`config.mk`:
```
export PLATFORM = sky130hd
export DESIGN_NAME = inst_buffer_ctrl
export DESIGN_NICKNAME = d
export VERILOG_FILES = /design/src/rtl/inst_buffer_ctrl_pkg.sv /design/src/rtl/inst_buffer_ctrl_fifo_mem.sv /design/src/rtl/inst_buffer_ctrl.sv
export SDC_FILE = /design/constraint.sdc
export NUM_CORES = 1
export LEC_CHECK = 0
export ABC_AREA = 1
export ABC_CLOCK_PERIOD_IN_PS = 10400
export BUFFER_PORTS_ARGS = -buffer_cell sky130_fd_sc_hd__buf_4
export CAP_MARGIN = 20
export CORE_MARGIN = 2
export CORE_UTILIZATION = 30
export CTS_BUF_LIST = sky130_fd_sc_hd__clkbuf_8
export CTS_CLUSTER_SIZE = 24
export DETAILED_ROUTE_END_ITERATION = 7
export HOLD_SLACK_MARGIN = 0.06
export PLACE_DENSITY = 0.57
export SLEW_MARGIN = 10
export SYNTH_ARGS = -nofsm -noshare
export SYNTH_HDL_FRONTEND = slang
export SYNTH_SLANG_ARGS = --single-unit
```
`constraint.sdc`:
```
create_clock -name clock -period 10.4 [get_ports clock]
set_clock_uncertainty 0.15 [all_clocks]
set_input_delay 2.08 -clock clock [delete_from_list [all_inputs] [get_ports clock]]
set_output_delay 2.08 -clock clock [all_outputs]
set_load 0.03 [all_outputs]
```
`src/rtl/inst_buffer_ctrl_pkg.sv`:
```
// Shared types for the instruction buffer: fetch packet layout, WFI encoding, sequencer states.
// Optional feature macro used by the top: INST_BUF_BYPASS_EN.
`ifndef INST_BUFFER_CTRL_PKG_DEFS
`define INST_BUFFER_CTRL_PKG_DEFS
`define WFI   32'h10500073
`define TRUE  1'b1
`define FALSE 1'b0
`endif

package inst_buffer_ctrl_pkg;

    localparam int unsigned IBUF_DEPTH = 8;
    localparam int unsigned XLEN       = 32;
    localparam logic [XLEN-1:0] WFI_INST = `WFI;

    typedef struct packed {
        logic [XLEN-1:0] inst;
        logic [XLEN-1:0] pc;
        logic [XLEN-1:0] npc;
        logic            valid;
    } FETCH_PACKET;

    typedef enum logic [1:0] {
        IBUF_RUN,
        IBUF_HALT_PEND,
        IBUF_HALTED
    } IBUF_STATE;

endpackage

```
`src/rtl/inst_buffer_ctrl_fifo_mem.sv`:
```
// Storage array for the instruction buffer: one write port, one asynchronous read port.
// Data is not reset; validity is tracked by the parent's count.
module ibuf_fifo_mem
    import inst_buffer_ctrl_pkg::*;
#(
    parameter int unsigned DEPTH = IBUF_DEPTH,
    localparam int unsigned PTR_W = $clog2(DEPTH)
) (
    input  logic              clock,
    input  logic              we,
    input  logic [PTR_W-1:0]  waddr,
    input  FETCH_PACKET       wdata,
    input  logic [PTR_W-1:0]  raddr,
    output FETCH_PACKET       rdata
);

    FETCH_PACKET mem [DEPTH];

    always_ff @(posedge clock) begin
        if (we) begin
            mem[waddr] <= wdata;
        end
    end

    assign rdata = mem[raddr];

endmodule

```
`src/rtl/inst_buffer_ctrl.sv`:
```
// Instruction buffer and sequencer between fetch and decode/dispatch, with WFI halt and squash.
// Define INST_BUF_BYPASS_EN to let a packet flow straight through an empty buffer.
module inst_buffer_ctrl
    import inst_buffer_ctrl_pkg::*;
#(
    parameter int unsigned DEPTH = IBUF_DEPTH,
    localparam int unsigned PTR_W = $clog2(DEPTH)
) (
    input  logic            clock,
    input  logic            reset_n,
    input  logic            squash,
    input  logic            fetch_valid,
    input  FETCH_PACKET     fetch_packet,
    output logic            fetch_ready,
    input  logic            disp_ready,
    output logic            disp_valid,
    output FETCH_PACKET     disp_packet,
    output logic [PTR_W:0]  count,
    output logic            halted
);

    localparam int unsigned CNT_W = PTR_W + 1;

    logic [PTR_W-1:0] head;
    logic [PTR_W-1:0] tail;
    logic [PTR_W-1:0] halt_pend_ptr;
    IBUF_STATE        state;
    FETCH_PACKET      rd_data;
    logic             buf_valid;
    logic             bypass;
    logic             push;
    logic             pop;
    logic             is_wfi;

    ibuf_fifo_mem #(.DEPTH(DEPTH)) u_mem (
        .clock (clock),
        .we    (push),
        .waddr (tail),
        .wdata (fetch_packet),
        .raddr (head),
        .rdata (rd_data)
    );

    // fetch_ready depends only on state, count and squash: no path from disp_ready
    assign fetch_ready = (count < CNT_W'(DEPTH)) && (state == IBUF_RUN) && !squash;
    assign buf_valid   = (count != '0) && (state != IBUF_HALTED);
    assign is_wfi      = (fetch_packet.inst == WFI_INST);

`ifdef INST_BUF_BYPASS_EN
    assign bypass = (count == '0) && (state == IBUF_RUN) && !squash &&
                    fetch_valid && fetch_packet.valid && disp_ready;
`else
    assign bypass = 1'b0;
`endif

    assign push = fetch_valid && fetch_ready && fetch_packet.valid && !bypass;
    assign pop  = buf_valid && disp_ready && !squash;

    assign disp_valid  = buf_valid || bypass;
    assign disp_packet = bypass           ? fetch_packet :
                         (count == '0)    ? '0           : rd_data;

    // Pointers, occupancy and halt sequencing; squash overrides everything
    always_ff @(posedge clock or negedge reset_n) begin
        if (!reset_n) begin
            head          <= '0;
            tail          <= '0;
            count         <= '0;
            halt_pend_ptr <= '0;
            state         <= IBUF_RUN;
            halted        <= 1'b0;
        end else if (squash) begin
            head          <= '0;
            tail          <= '0;
            count         <= '0;
            halt_pend_ptr <= '0;
            state         <= IBUF_RUN;
            halted        <= 1'b0;
        end else begin
            if (push) begin
                tail <= tail + PTR_W'(1);
            end
            if (pop) begin
                head <= head + PTR_W'(1);
            end
            count <= count + CNT_W'(push) - CNT_W'(pop);

            case (state)
                IBUF_RUN: begin
                    if (push && is_wfi) begin
                        halt_pend_ptr <= tail;
                        state         <= IBUF_HALT_PEND;
                    end else if (bypass && is_wfi) begin
                        state  <= IBUF_HALTED;
                        halted <= 1'b1;
                    end
                end
                IBUF_HALT_PEND: begin
                    if (pop && (head == halt_pend_ptr)) begin
                        state  <= IBUF_HALTED;
                        halted <= 1'b1;
                    end
                end
                IBUF_HALTED: begin
                    state <= IBUF_HALTED;
                end
                default: begin
                    state  <= IBUF_RUN;
                    halted <= 1'b0;
                end
            endcase
        end
    end

endmodule

```
==> key figures <==
Status
  • Status: completed

Logic synthesis
  • Sequential share of the synthesized area: 75.2%
  • Mapped Nets: 2598
  • Synthesized instance count: 2485
  • Top post-synthesis cells by area: edfxtp_1, nor2_1, o21ai_0, o32ai_1, o21ai_1
  • Synth Cell Area: 0.0315 mm2
  • Post-synth cell types: 26
  • Post-synth top area share: 73.9%
  • Yosys reg bits: 792
  • Area leader, netlist: edfxtp_1
  • Average cell area after synthesis: 12.7 um2
  • Synthesis Warnings: 0

Setup path
  • Largest fanout on the critical path: 91
  • Critical path class: register to output pin
  • CP Cell Sequence: buf_4, buf_4, nor2_1, nor2_1, o21ai_1, o21ai_1, o21ai_0, nor2_1, buf_4
  • Critical path's slowest cell: dfrtp_4
  • Arr. time, crit path: 4280 ps
  • CP required: 8170 ps
  • Max incr delay on CP: 1070 ps
  • CP Buf/Inv Count: 3
  • Largest delay contributor family on the critical path: buffers and inverters
  • CP Launch Type: register
  • Worst setup EP type: output pin

Clock tree
  • Root Buffer: clkbuf_8
  • Num CTS Buffers: 142
  • Max Root-Sink Buffers: 3
  • Setup Buffers After CTS: 0
  • Clock Sinks: 792
  • CTS resizes: 0
  • Htree depth: 4
  • Post-CTS Hold Buffers: 0
  • Clock slew at reported path FFs: 60 ps
  • CTS tree: yes
  • Worst-Skew Late Latency: 800 ps

Cells and area
  • Layout Nets: 2820
  • Layout area overhead: 17.4%
  • Commonest non-fill, non-tap cell in the layout: nor2_1
  • Share of post-route cells with drive strength above 1: 15.5%
  • Filler cells: 10100
  • Most frequent cells in the layout: nor2_1, edfxtp_1, o21ai_0
  • Finished layout cell area: 0.0370 mm2

Drt
  • Post-DR vias/cell: 4.78
  • DR DRC count: 0
  • DR pass1 iterations: 5
  • 1st-iter DRT viols: 1519
  • DR vias: 20000
  • WL per Instance: 19.4 um
  • Routed WL: 81.5 mm
  • ANT nets after route: 0

Power and ir drop
  • Cell Int Power: 5.83 mW
  • Pwr/cell area: 241 mW/mm2
  • Share of power burned in registers: 40.4%
  • Clk network pwr share: 31.0%
  • VDD IR max: 0.137 mV
  • Logic pwr share: 28.5%
  • Switch share: 34.7%
  • Leakage power: 12.6 nW
  • Switch Pwr: 3.10 mW

Timing
  • TNS Setup: 0 ps
  • Final WS setup: 3890 ps
  • Worst Max-Slew Pin Slew: 1240 ps
  • Unrepaired setup endpoints after global routing: false
  • Final period util: 62.6%
  • Highest clock rate: 0.154 GHz
  • Endpoints failing setup: 0
  • Final hold viol count: 0
  • Post-route minimum period: 6510 ps
  • Max transition margin: 17.3%
  • Slew Limit Fails: 0

Die
  • # rows: 118
  • DIE AREA: 0.108 mm2
  • Core ar.: 0.104 mm2
  • Die extent in x: 328 um
  • Initial core utilization: 30.3%
  • Die height: 328 um
  • Io pins: 206

Flow run
  • Max Cap Violations: 0

Placed design
  • Placer Congestion: 0.720
  • Dpl cell area: 0.0343 mm2
  • DP HPWL: 40.4 mm
  • DP Worst Slack: 4650 ps
  • IO Port Bufs: 205

Min path
  • Hold crit path type: register to register

Global routing
  • Initial antenna violation count: 6
  • GRT Total Usage: 15.0%
  • First-pass GRT wire length: 121 mm
  • Vias in the first global route: 19400
  • Largest net degree at the start of global routing: 170
  • Total gr overflow: 0
-- cell families (layout without fill, tap and decap cells) --
group,after synthesis,after routing,share of synthesized area (%)
AO/OA/AOI/OAI,593,593,10.6
buffers and inverters,195,519,2.92
AND/OR/NAND/NOR,889,889,10.7
other,0,3,0
adder cells (fa/ha/maj),11,11,0.460
flip-flops,792,792,75.2
XOR/XNOR,5,5,0.139
-- area by class of cell --
cell class,instances,area [um2],share of cell area (%)
sequential,792,23700,64.1
multi-input combinational,1498,6950,18.8
clock buffer,148,2040,5.50
timing repair buffer,239,1810,4.88
tap,1380,1730,4.67
clock inverter,98,627,1.69
inverter,34,138,0.372
antenna,3,7.51,0.0203
-- cells in the mapped netlist --
| cell | instances |
|---|---|
| nor2_1 | 822 |
| edfxtp_1 | 776 |
| o21ai_0 | 347 |
| o21ai_1 | 145 |
| o32ai_1 | 97 |
| clkbuf_1 | 83 |
| nand2_1 | 40 |
| buf_2 | 32 |
| inv_1 | 32 |
| buf_1 | 20 |
| dfrtp_1 | 16 |
| buf_6 | 14 |
| nand3_1 | 13 |
| buf_4 | 12 |
| nor3_1 | 11 |
| ha_1 | 10 |
| xnor2_1 | 3 |
| a21oi_1 | 2 |
| inv_2 | 2 |
| xor2_1 | 2 |
| fa_1 | 1 |
| nand3b_1 | 1 |
| nand4_1 | 1 |
| nor2_2 | 1 |
| o21bai_1 | 1 |
| o31ai_1 | 1 |
-- power groups by stage --
stage / Sequential (mW) / Clock (mW) / Combinational (mW)
6_report: 3.61 / 2.77 / 2.55
2_1_floorplan: 3.63 / 0 / 1.74
4_1_cts: 3.61 / 2.87 / 2.59
3_5_place_dp: 3.67 / 0 / 2.58
5_1_grt: 3.61 / 2.99 / 2.80
3_3_place_gp: 3.67 / 0 / 2.57
-- final timing paths --
| path | from | end | cells past startpoint | slack, ps |
|---|---|---|---|---|
| hold reg to reg | state[0]$_DFFE_PN0P_ | state[0]$_DFFE_PN0P_ | 2 | 370 |
| setup reg to reg | count[3]$_DFF_PN0_ | count[1]$_DFF_PN0_ | 14 | 6110 |
| hold / removal | state[0]$_DFFE_PN0P_ | state[0]$_DFFE_PN0P_ | 2 | 370 |
| max in group asynchronous | reset_n | head[2]$_DFFE_PN0P_ | 1 | 8850 |
| setup / recovery | head[0]$_DFFE_PN0P_ | disp_packet[68] | 9 | 3890 |
| min in group asynchronous | reset_n | count[2]$_DFF_PN0_ | 1 | 990 |
-- per-layer routing --
layer / GRT usage (%) / share of wire (%)
met1: 20.2 / 44
met2: 23.7 / 48
met3: 3.33 / 5.5
met4: 5.55 / 2.3
met5: 0 / 0.050
-- worst register-to-register path: cells and delay by family (launching register included) --
family / cells / cell delay (ps)
buf+inv: 5 / 1340
simple gates: 5 / 1210
fa+ha+maj: 4 / 1100
flops: 1 / 380
-- stage by stage --
stage / total power, mW / std cells / utilization [%] / hold WS (ps)
floorplan: 5.38 / 2485 / - / 317
global placement: 6.24 / 3943 / 33.0 / 342
detailed placement: 6.25 / 3943 / 33.0 / 348
CTS: 9.06 / 4189 / 35.6 / 364
global route: 9.40 / 4192 / 35.6 / 403
finish: 8.93 / 4192 / 35.6 / 375
-- flip-flops by register name, summed over array words and instances, names as in the netlist --
| register | count |
|---|---|
| halt_pend_ptr | 3 |
| tail | 3 |
| count | 4 |
| head | 3 |
| u_mem.mem | 776 |
| state | 2 |
| halted | 1 |
Power figures use the tool's default switching activity.
